**config.mk**
```make
export PLATFORM = sky130hd
export DESIGN_NAME = uart_rx_cfg
export DESIGN_NICKNAME = d
export VERILOG_FILES = /design/src/rtl/uart_pkg.sv /design/src/rtl/uart_baud_tick.sv /design/src/rtl/uart_rx_cfg.sv
export SDC_FILE = /design/constraint.sdc
export NUM_CORES = 1
export LEC_CHECK = 0
export CAP_MARGIN = 5
export CELL_PAD_IN_SITES_DETAIL_PLACEMENT = 1
export CELL_PAD_IN_SITES_GLOBAL_PLACEMENT = 2
export CORE_ASPECT_RATIO = 1.1
export CORE_UTILIZATION = 35
export DETAILED_ROUTE_END_ITERATION = 10
export PLACE_DENSITY = 0.87
export RECOVER_POWER = 100
export SLEW_MARGIN = 20
export SYNTH_ARGS = -nofsm -noshare
export SYNTH_HDL_FRONTEND = slang
export SYNTH_SLANG_ARGS = --single-unit
```
**constraint.sdc**
```tcl
create_clock -name clk -period 4.6 [get_ports clk]
set_input_delay 0.92 -clock clk [delete_from_list [all_inputs] [get_ports clk]]
set_output_delay 0.92 -clock clk [all_outputs]
set_load 0.01 [all_outputs]
```
**src/rtl/uart_pkg.sv**
```systemverilog
// uart_pkg: shared types and constants for the configurable UART blocks
// (uart_rx_cfg today, uart_tx_cfg later).
//   parity_mode_e : runtime parity selection (2'b11 behaves as none)
//   rx_state_e    : receiver FSM states
//   OVERSAMPLE    : ticks per bit
//   SAMPLE_MID    : centre tick; votes are taken at MID-1, MID, MID+1
package uart_pkg;

    localparam int OVERSAMPLE = 16;
    localparam int SAMPLE_MID = 8;

    typedef enum logic [1:0] {
        PAR_NONE     = 2'b00,
        PAR_EVEN     = 2'b01,
        PAR_ODD      = 2'b10,
        PAR_NONE_ALT = 2'b11
    } parity_mode_e;

    typedef enum logic [2:0] {
        IDLE,
        START,
        DATA,
        PARITY,
        STOP1,
        STOP2,
        BRK_WAIT
    } rx_state_e;

    function automatic logic maj3(input logic a, input logic b, input logic c);
        return (a & b) | (a & c) | (b & c);
    endfunction

endpackage

```
**src/rtl/uart_baud_tick.sv**
```systemverilog
// uart_baud_tick: free-running oversample tick generator.
//   clk, rst_n : clock, synchronous active-low reset
//   restart    : force the count back to 0 (aligns ticks to a start edge)
//   div        : clk cycles per tick; 0 behaves as 1
//   tick       : 1-clk pulse on the terminal count
module uart_baud_tick #(
    parameter int DIV_W = 16
) (
    input  logic             clk,
    input  logic             rst_n,
    input  logic             restart,
    input  logic [DIV_W-1:0] div,
    output logic             tick
);

    logic [DIV_W-1:0] cnt_q, cnt_d;
    logic [DIV_W-1:0] term;

    always_comb begin
        term  = (div == '0) ? '0 : div - DIV_W'(1);
        // >= keeps the counter from running the long way round if div shrinks
        tick  = (cnt_q >= term) && !restart;
        cnt_d = (restart || tick) ? '0 : cnt_q + DIV_W'(1);
    end

    always_ff @(posedge clk) begin
        if (!rst_n) cnt_q <= '0;
        else        cnt_q <= cnt_d;
    end

endmodule

```
**src/rtl/uart_rx_cfg.sv**
```systemverilog
// uart_rx_cfg: configurable UART receiver, 16x oversampling, 3-tap majority vote.
//   rx_uart                        : async serial line, idle high
//   baud_div/parity_mode/two_stop  : frame config, latched at the start edge
//   rx_ready                       : consumer handshake
//   rx_data/rx_valid               : received word, held until accepted
//   parity_err/frame_err           : status of the held word
//   break_det/overrun              : 1-clk event pulses
module uart_rx_cfg
    import uart_pkg::*;
#(
    parameter int DATA_W = 8,
    parameter int DIV_W  = 16
) (
    input  logic              clk,
    input  logic              rst_n,
    input  logic              rx_uart,
    input  logic [DIV_W-1:0]  baud_div,
    input  parity_mode_e      parity_mode,
    input  logic              two_stop,
    input  logic              rx_ready,
    output logic [DATA_W-1:0] rx_data,
    output logic              rx_valid,
    output logic              parity_err,
    output logic              frame_err,
    output logic              break_det,
    output logic              overrun
);

    logic              sync1_q, sync2_q;
    rx_state_e         state_q, state_d;
    logic [3:0]        s_q, s_d, bit_q, bit_d;
    logic              v0_q, v0_d, v1_q, v1_d;
    logic [DATA_W-1:0] shift_q, shift_d;
    logic              ones_q, ones_d, frm_q, frm_d, perr_q, perr_d;
    logic [DIV_W-1:0]  cfg_div_q, cfg_div_d;
    parity_mode_e      cfg_par_q, cfg_par_d;
    logic              cfg_two_q, cfg_two_d;
    logic [DATA_W-1:0] rx_data_q, rx_data_d;
    logic              valid_q, valid_d, perr_o_q, perr_o_d, ferr_o_q, ferr_o_d;
    logic              brk_q, brk_d, ovr_q, ovr_d;
    logic              tick, restart, decide, maj, fin, accept;

    uart_baud_tick #(.DIV_W(DIV_W)) u_tick (
        .clk     (clk),
        .rst_n   (rst_n),
        .restart (restart),
        .div     (cfg_div_q),
        .tick    (tick)
    );

    always_comb begin
        state_d   = state_q;
        s_d       = s_q;
        bit_d     = bit_q;
        v0_d      = v0_q;
        v1_d      = v1_q;
        shift_d   = shift_q;
        ones_d    = ones_q;
        frm_d     = frm_q;
        perr_d    = perr_q;
        cfg_div_d = cfg_div_q;
        cfg_par_d = cfg_par_q;
        cfg_two_d = cfg_two_q;
        rx_data_d = rx_data_q;
        valid_d   = valid_q;
        perr_o_d  = perr_o_q;
        ferr_o_d  = ferr_o_q;
        brk_d     = 1'b0;
        ovr_d     = 1'b0;
        restart   = 1'b0;
        fin       = 1'b0;
        accept    = valid_q && rx_ready;
        maj       = maj3(v0_q, v1_q, sync2_q);
        decide    = tick && (s_q == 4'(SAMPLE_MID + 1));

        // Sample counter and the first two votes run in every in-frame state
        if (state_q != IDLE && state_q != BRK_WAIT && tick) begin
            s_d = (s_q == 4'(OVERSAMPLE - 1)) ? '0 : s_q + 4'd1;
            if (s_q == 4'(SAMPLE_MID - 1)) v0_d = sync2_q;
            if (s_q == 4'(SAMPLE_MID))     v1_d = sync2_q;
        end

        case (state_q)
            IDLE: if (!sync2_q) begin
                state_d   = START;
                restart   = 1'b1;
                s_d       = '0;
                bit_d     = '0;
                ones_d    = 1'b0;
                frm_d     = 1'b0;
                perr_d    = 1'b0;
                cfg_div_d = baud_div;
                cfg_par_d = parity_mode;
                cfg_two_d = two_stop;
            end
            START: if (decide) state_d = maj ? IDLE : DATA;
            DATA: if (decide) begin
                shift_d = {maj, shift_q[DATA_W-1:1]};
                ones_d  = ones_q | maj;
                if (bit_q == 4'(DATA_W - 1))
                    state_d = (cfg_par_q == PAR_EVEN || cfg_par_q == PAR_ODD) ? PARITY : STOP1;
                else
                    bit_d = bit_q + 4'd1;
            end
            PARITY: if (decide) begin
                ones_d  = ones_q | maj;
                // even: error when data^bit is odd; odd mode inverts that
                perr_d  = (^shift_q) ^ maj ^ (cfg_par_q == PAR_ODD);
                state_d = STOP1;
            end
            STOP1: if (decide) begin
                if (cfg_two_q) begin
                    ones_d  = ones_q | maj;
                    frm_d   = frm_q | !maj;
                    state_d = STOP2;
                end else begin
                    fin = 1'b1;
                end
            end
            STOP2:    if (decide) fin = 1'b1;
            BRK_WAIT: if (sync2_q) state_d = IDLE;
            default:  state_d = IDLE;
        endcase

        if (accept) valid_d = 1'b0;

        if (fin) begin
            if (!(ones_q | maj)) begin
                // every sampled bit of the frame was 0: a line break, not a word
                brk_d   = 1'b1;
                state_d = BRK_WAIT;
            end else begin
                // back to IDLE mid-stop-bit so a following start edge is not missed
                state_d = IDLE;
                if (!valid_q || accept) begin
                    rx_data_d = shift_q;
                    perr_o_d  = perr_q;
                    ferr_o_d  = frm_q | !maj;
                    valid_d   = 1'b1;
                end else begin
                    ovr_d = 1'b1;
                end
            end
        end
    end

    always_ff @(posedge clk) begin
        if (!rst_n) begin
            sync1_q   <= 1'b1;
            sync2_q   <= 1'b1;
            state_q   <= IDLE;
            s_q       <= '0;
            bit_q     <= '0;
            v0_q      <= 1'b0;
            v1_q      <= 1'b0;
            shift_q   <= '0;
            ones_q    <= 1'b0;
            frm_q     <= 1'b0;
            perr_q    <= 1'b0;
            cfg_div_q <= '0;
            cfg_par_q <= PAR_NONE;
            cfg_two_q <= 1'b0;
            rx_data_q <= '0;
            valid_q   <= 1'b0;
            perr_o_q  <= 1'b0;
            ferr_o_q  <= 1'b0;
            brk_q     <= 1'b0;
            ovr_q     <= 1'b0;
        end else begin
            sync1_q   <= rx_uart;
            sync2_q   <= sync1_q;
            state_q   <= state_d;
            s_q       <= s_d;
            bit_q     <= bit_d;
            v0_q      <= v0_d;
            v1_q      <= v1_d;
            shift_q   <= shift_d;
            ones_q    <= ones_d;
            frm_q     <= frm_d;
            perr_q    <= perr_d;
            cfg_div_q <= cfg_div_d;
            cfg_par_q <= cfg_par_d;
            cfg_two_q <= cfg_two_d;
            rx_data_q <= rx_data_d;
            valid_q   <= valid_d;
            perr_o_q  <= perr_o_d;
            ferr_o_q  <= ferr_o_d;
            brk_q     <= brk_d;
            ovr_q     <= ovr_d;
        end
    end

    assign rx_data    = rx_data_q;
    assign rx_valid   = valid_q;
    assign parity_err = perr_o_q;
    assign frame_err  = ferr_o_q;
    assign break_det  = brk_q;
    assign overrun    = ovr_q;

endmodule
```
# Yosys cells after proc, flatten, opt, wreduce, memory -nomap -nowiden
# Cells that the tools add are included.
dict set report word_totals {
  regBits 74
  inputBits 23
  out_inout_bits 13
  elab_cells 144
}
dict set report op_classes {
  add_sub_neg 4
  n_lt_le_gt_ge 1
  n_eq_ne 30
  mux 44
  bitwise 11
  reduce_logical 33
}
# cell count
set ops {}
lappend ops {{3-bit two-way mux} 11}
lappend ops {{4-bit two-way mux} 7}
lappend ops {{3-bit != test (second input constant)} 9}
lappend ops {{3-bit case mux with 7 select lines} 1}
lappend ops {{1-bit two-way mux} 18}
lappend ops {{16-bit by 1-bit adder with 16-bit output (second input constant)} 1}
lappend ops {{16-bit greater-or-equal comparator} 1}
lappend ops {{16-bit logical NOT} 1}
lappend ops {{16-bit two-way mux} 1}
lappend ops {{16-bit by 1-bit subtractor with 16-bit output (second input constant)} 1}
lappend ops {{2-bit != test (second input constant)} 7}
lappend ops {{4-bit equality test (second input constant)} 3}
lappend ops {{2-bit AND reduction} 5}
lappend ops {{3-bit equality test (second input constant)} 3}
lappend ops {{3-bit AND reduction} 3}
lappend ops {{9-bit AND reduction} 1}
lappend ops {{4-bit by 1-bit adder with 4-bit output (second input constant)} 2}
lappend ops {{4-bit by 3-bit equality test with 1-bit output (second input constant)} 2}
lappend ops {{4-bit case mux with 2 select lines} 1}
lappend ops {{4-bit AND reduction} 2}
lappend ops {{8-bit parity} 1}
lappend ops {{3-bit by 2-bit equality test with 1-bit output (second input constant)} 2}
lappend ops {{1-bit case mux with 2 select lines} 3}
lappend ops {{2-bit nonzero test} 3}
lappend ops {{other kinds (17)} 34}

# Logic depth before layout (Yosys ltp)
# Gate-level depths: netlist of run 1.
dict set report depth {
  depth_word 9
  ltp_mapped 17
  ltp_nobuf 16
}

# Cells and area by module
# Synthesis of run 1 repeated with hierarchy kept, for this count alone.
dict set report unflattened {
  cells_unflattened 492
  area_unflattened_um2 3991.3
}
# mod n_inst cells_each area_each_um2 seq_area_each_um2
set by_module_without_submodules {}
lappend by_module_without_submodules {uart_rx_cfg 1 317 2583.7 1161.1}
lappend by_module_without_submodules {uart_baud_tick 1 175 1407.6 320.3}

# Worst setup path after synthesis of run 1
# OpenSTA, ideal clock, no wires.
dict set report synth_path {
  kind {reg2reg}
  startpoint {register cfg_div_q[0]}
  endpoint {register ones_q}
  setup_ns 0.124
  arrival_ns 3.283
  required_time_ns 4.476
  path_slack_ns 1.192
  path_stages_with_launch 17
  n_path_buf 0
  synth_period_minus_slack_ns 3.408
  path_cell_list {dfxtp_1 -> inv_1 -> ha_1 -> nand2_1 -> nor3_1 -> nand2_1 -> nor4_1 -> xor2_1 -> nand2_1 -> ha_1 -> a21oi_1 -> nand2_1 -> a2111o_1 -> a41oi_4 -> nor2_1 -> a221oi_1 -> a2bb2oi_1}
}
dict set report synth_between {
  elab_chain_cells 7
  word_cells_on_any_way 9
  cone_classes {add/sub (1); order compare (1); eq/ne (2); mux (1); reduce/logical (4)}
}
# item line
set synth_rtl {}
lappend synth_rtl {{from (decl)} uart_rx_cfg.sv:35} ;# logic [DIV_W-1:0] cfg_div_q, cfg_div_d;
lappend synth_rtl {{from (signal assigned)} uart_rx_cfg.sv:181} ;# cfg_div_q <= cfg_div_d;
lappend synth_rtl {{16-bit by 1-bit subtractor with 16-bit output or 16-bit logical NOT (tied branches)} uart_baud_tick.sv:20} ;# term = (div == '0) ? '0 : div - DIV_W'(1);
lappend synth_rtl {{16-bit two-way mux *} uart_baud_tick.sv:20}
lappend synth_rtl {{16-bit greater-or-equal comparator *} uart_baud_tick.sv:22} ;# tick = (cnt_q >= term) && !restart;
lappend synth_rtl {{1-bit logical AND *} uart_baud_tick.sv:22}
lappend synth_rtl {{1-bit logical AND *} uart_rx_cfg.sv:74} ;# decide = tick && (s_q == 4'(SAMPLE_MID + 1));
lappend synth_rtl {{2-bit != test (no line) or 2-bit by 1-bit != test with 1-bit output (tied branches)} --}
lappend synth_rtl {{5-bit AND reduction (no line) *} --}
lappend synth_rtl {{to (signal assigned)} uart_rx_cfg.sv:178} ;# ones_q <= ones_d;
lappend synth_rtl {{to (decl)} uart_rx_cfg.sv:34} ;# logic ones_q, ones_d, frm_q, frm_d, perr_q, perr_d;
# Mark *: on every way between the ends. The rest lies on a longest branch, timed or not.
# A chain may end at the register's enable or synchronous reset.

# Worst setup path in the final report of run 1
dict set report layout_path {
  startpoint {register cfg_div_q[0]}
  endpoint {register state_q[1]}
}
dict set report layout_between {
  elab_chain_cells 9
  word_cells_on_any_way 20
  cone_classes {add/sub (1); order compare (1); eq/ne (9); mux (5); reduce/logical (4)}
}
# item line
set layout_rtl {}
lappend layout_rtl {{16-bit by 1-bit subtractor with 16-bit output or 16-bit logical NOT (tied branches)} uart_baud_tick.sv:20}
lappend layout_rtl {{16-bit two-way mux *} uart_baud_tick.sv:20}
lappend layout_rtl {{16-bit greater-or-equal comparator *} uart_baud_tick.sv:22}
lappend layout_rtl {{1-bit logical AND *} uart_baud_tick.sv:22}
lappend layout_rtl {{1-bit logical AND *} uart_rx_cfg.sv:74}
lappend layout_rtl {{1-bit two-way mux (on tied branches)} {uart_rx_cfg.sv:120, uart_rx_cfg.sv:111}}
lappend layout_rtl {{1-bit case mux with 2 select lines} uart_rx_cfg.sv:83} ;# case (state_q)
lappend layout_rtl {{3-bit != test (no line) or 2-bit != test (tied branches)} --}
lappend layout_rtl {{9-bit AND reduction (no line)} --}
lappend layout_rtl {{to (signal assigned)} uart_rx_cfg.sv:172} ;# state_q <= state_d;
lappend layout_rtl {{to (decl)} uart_rx_cfg.sv:30} ;# rx_state_e state_q, state_d;
# Marked as above.

==> results of run 1 <==
-- layout make-up --
cell class | instances | area (um^2)
fillers | 1337 | 6260
multi-input cells | 376 | 2390
flip-flops and latches | 74 | 1480
repair buffers | 43 | 397
clock buffers | 11 | 233
well taps | 147 | 184
clock inverters | 5 | 63.8
inverters | 13 | 48.8
-- routing by layer --
layer	vias to the layer above	part of all wire [%]	wire, um	GRT usage, %
li1	1718	-	-	-
met1	1625	43	4180	18.9
met2	25	53	5110	33.1
met3	9	2.6	251	4.93
met4	0	0.92	89	4.57
met5	-	0	0	0
-- report_power, final --
part / internal (mW) / switching [mW]
combinational: 0.106 / 0.134
sequential: 0.653 / 0.0176
clock: 0.424 / 0.281
-- Yosys cell counts (2+ instances only) --
master and n:
nand4_1 7, mux2i_1 20, nand2_1 85, dfxtp_1 74, nand2b_1 8, nor2_1 44
and3_1 3, buf_6 2, or2_2 2, xnor2_1 18, a31oi_1 2, ha_1 24
o21ai_0 8, a21boi_0 21, nor3_1 10, nand3_1 18, xor2_1 20, nor2b_1 26
nor3b_1 3, o21a_1 3, a21oi_1 18, nand3b_1 3, nor4_1 4, and2_1 2
clkbuf_1 15, inv_1 13
-- flip-flops by register name, indices dropped and copies added (netlist names), 2 cells and up --
register / flops
bit_q: 4
cfg_div_q: 16
cfg_par_q: 2
rx_data: 8
s_q: 4
shift_q: 8
state_q: 3
u_tick.cnt_q: 16
-- worst paths after layout --
check        cells after the start  slack, ns                      start                       to
max                             18       0.62  cfg_div_q[0]$_SDFFE_PN0P_  state_q[1]$_SDFFE_PN0P_
min                              1       0.41         sync1_q$_SDFF_PN1_       sync2_q$_SDFF_PN1_
max reg2reg                     18       0.62  cfg_div_q[0]$_SDFFE_PN0P_  state_q[1]$_SDFFE_PN0P_
min reg2reg                      1       0.41         sync1_q$_SDFF_PN1_       sync2_q$_SDFF_PN1_
-- logic make-up after synthesis --
kind of cell / count (synthesis) / share of synthesized area [%]
AOI/OAI and AO/OA: 72 / 13.4
xor gates and xnor gates: 38 / 8.23
adders and majority gates: 25 / 7.67
buffers and inverters: 31 / 3.28
DFF: 74 / 36.6
muxes: 20 / 4.95
and+or+nand+nor: 221 / 25.9
-- per-stage QoR --
stage	util (%)	hold WS, ns
after floorplan	-	0.386
after global placement	41.2	0.391
after detailed placement	41.2	0.396
after CTS	43.9	0.413
after global routing	43.4	0.426
final	43.4	0.409
==> results_dict.tcl, run 1 <==
set metrics [dict create \
    outcome "completed" \
    fmaxAchievable_ghz 0.251 \
    postPlaceCellArea_um2 4550 \
    synthFlopType "dfxtp_1" \
    cts_buffers 9 \
    grt_use_total_pct 17.4 \
    cpPeakStageDelay_ns 0.69 \
    fp.dieW_um 104 \
    worst_pin_slew_ns 1.03 \
    dieArea_um2 12000 \
    area_growth_pct 18.6 \
    slew_viol_final 0 \
    worstPathMaxFanout 16 \
    rsz0062_at_grt "no" \
    min_period_ns 3.98 \
    setup.worst_path.class "register to register" \
    drt_iter0_markers 104 \
    avgViaCountPerCell 5.05 \
    synth_top_area_cell "dfxtp_1" \
    final_area_um2 4800 \
    firstDrtPassIters 4 \
    nets 564 \
    io_buffer_count 35 \
    root_buffer "clkbuf_16" \
    grt_pass1_vias 3611 \
    insertion_delay_ns 0.34 \
    cts_max_path_buffers 2 \
    hold_viol_final 0 \
    max_slew_margin_pct 31.2 \
    pre_cts_ws_ns 0.706 \
    numPlacedInstances 653 \
    layout_commonest_cell "nand2_1" \
    path_cells "inv_1, ha_1, nand2_1, nor3_1, buf_4, nand2_1, nor4_1, xor2_1, nand2_1, ha_1, nand4_1, nor3_1, a2111o_1, a41oi_1, buf_4, a2111oi_1, o221ai_1, o311a_1" \
    antenna_found_initial 0 \
    cp-start-kind "register" \
    irDropWorstVdd_mv 0.323 \
    layout_common_cells "nand2_1, dfxtp_1, nor2_1, nor2b_1, ha_1" \
    cts_setup_buffers 0 \
    setup_viol 0 \
    hold_buffers 0 \
    finalWirelength_mm 9.63 \
    syn_avg_cell_area_um2 8.41 \
    ant_nets 0 \
    yosysSeqAreaShare_pct 36.6 \
    place.gp.congestion 0.820 \
    instances_no_fill 669 \
    cts_max_level 3 \
    postSynthCellCount 481 \
    cts_sinks 74 \
    yosys-top-cells-area "dfxtp_1, nand2_1, ha_1" \
    yosys_warnings 0 \
    num_io_pins 36 \
    finClkSkew_ns 0.00546 \
    p_leak_nw 1.90 \
    cp_num_buf_inv 3 \
    crit_slowest_cell "a2111oi_1" \
    drive_gt1_share_pct 4.60 \
    synth_edf_count 0 \
    tns_ns 0 \
    overflow 0 \
    grt_pass1_wl_mm 16.6 \
    vias 3377 \
    grt_max_degree 27 \
    cap_violations 0 \
    ys_types 54 \
    final.period_utilization_pct 86.6 \
    n_antenna_cell 0 \
    drc 0 \
    cp_top_family "compound AO/OA/AOI/OAI gates" \
    post_drt_wl_per_cell_um 14.4 \
    yosys.area.top_type_share_pct 36.6 \
    clkTransAtPathRegs_ns 0.06 \
    hold_class "register to register" \
    pwr_density_cell_nw_per_um2 337 \
    syn_area_um2 4040 \
    coreArea_um2 11100 \
    cts_resized 0 \
    cts_tree "yes" \
    synthArstFlopShare_pct 0 \
    p_total_mw 1.62 \
    dp.final_hpwl_mm 7.28 \
    synth_nets 528 \
    crit_top_cell "nand2_1" \
    dieHeight_um 115 \
    synth_seq_cells 74 \
    setup_ws_ns 0.619 \
    initial_core_util_pct 36.6 \
    crit_arrival_ns 4.21 \
    crit_required_ns 4.83 \
    rows 40 \
    end_kind "register" \
]
Note: power is estimated with default switching activity, not from simulation.
==> inputs of run 2 (changes only) <==
- CTS_CLUSTER_SIZE: not set -> 30
==> results of run 2 <==
Final layout, timing and power as in run 1 (identical DEF).
==> inputs of run 3 (changes only) <==
- CAP_MARGIN: 5 -> 25
==> results of run 3 <==
Final layout, timing and power as in run 1 (identical DEF).
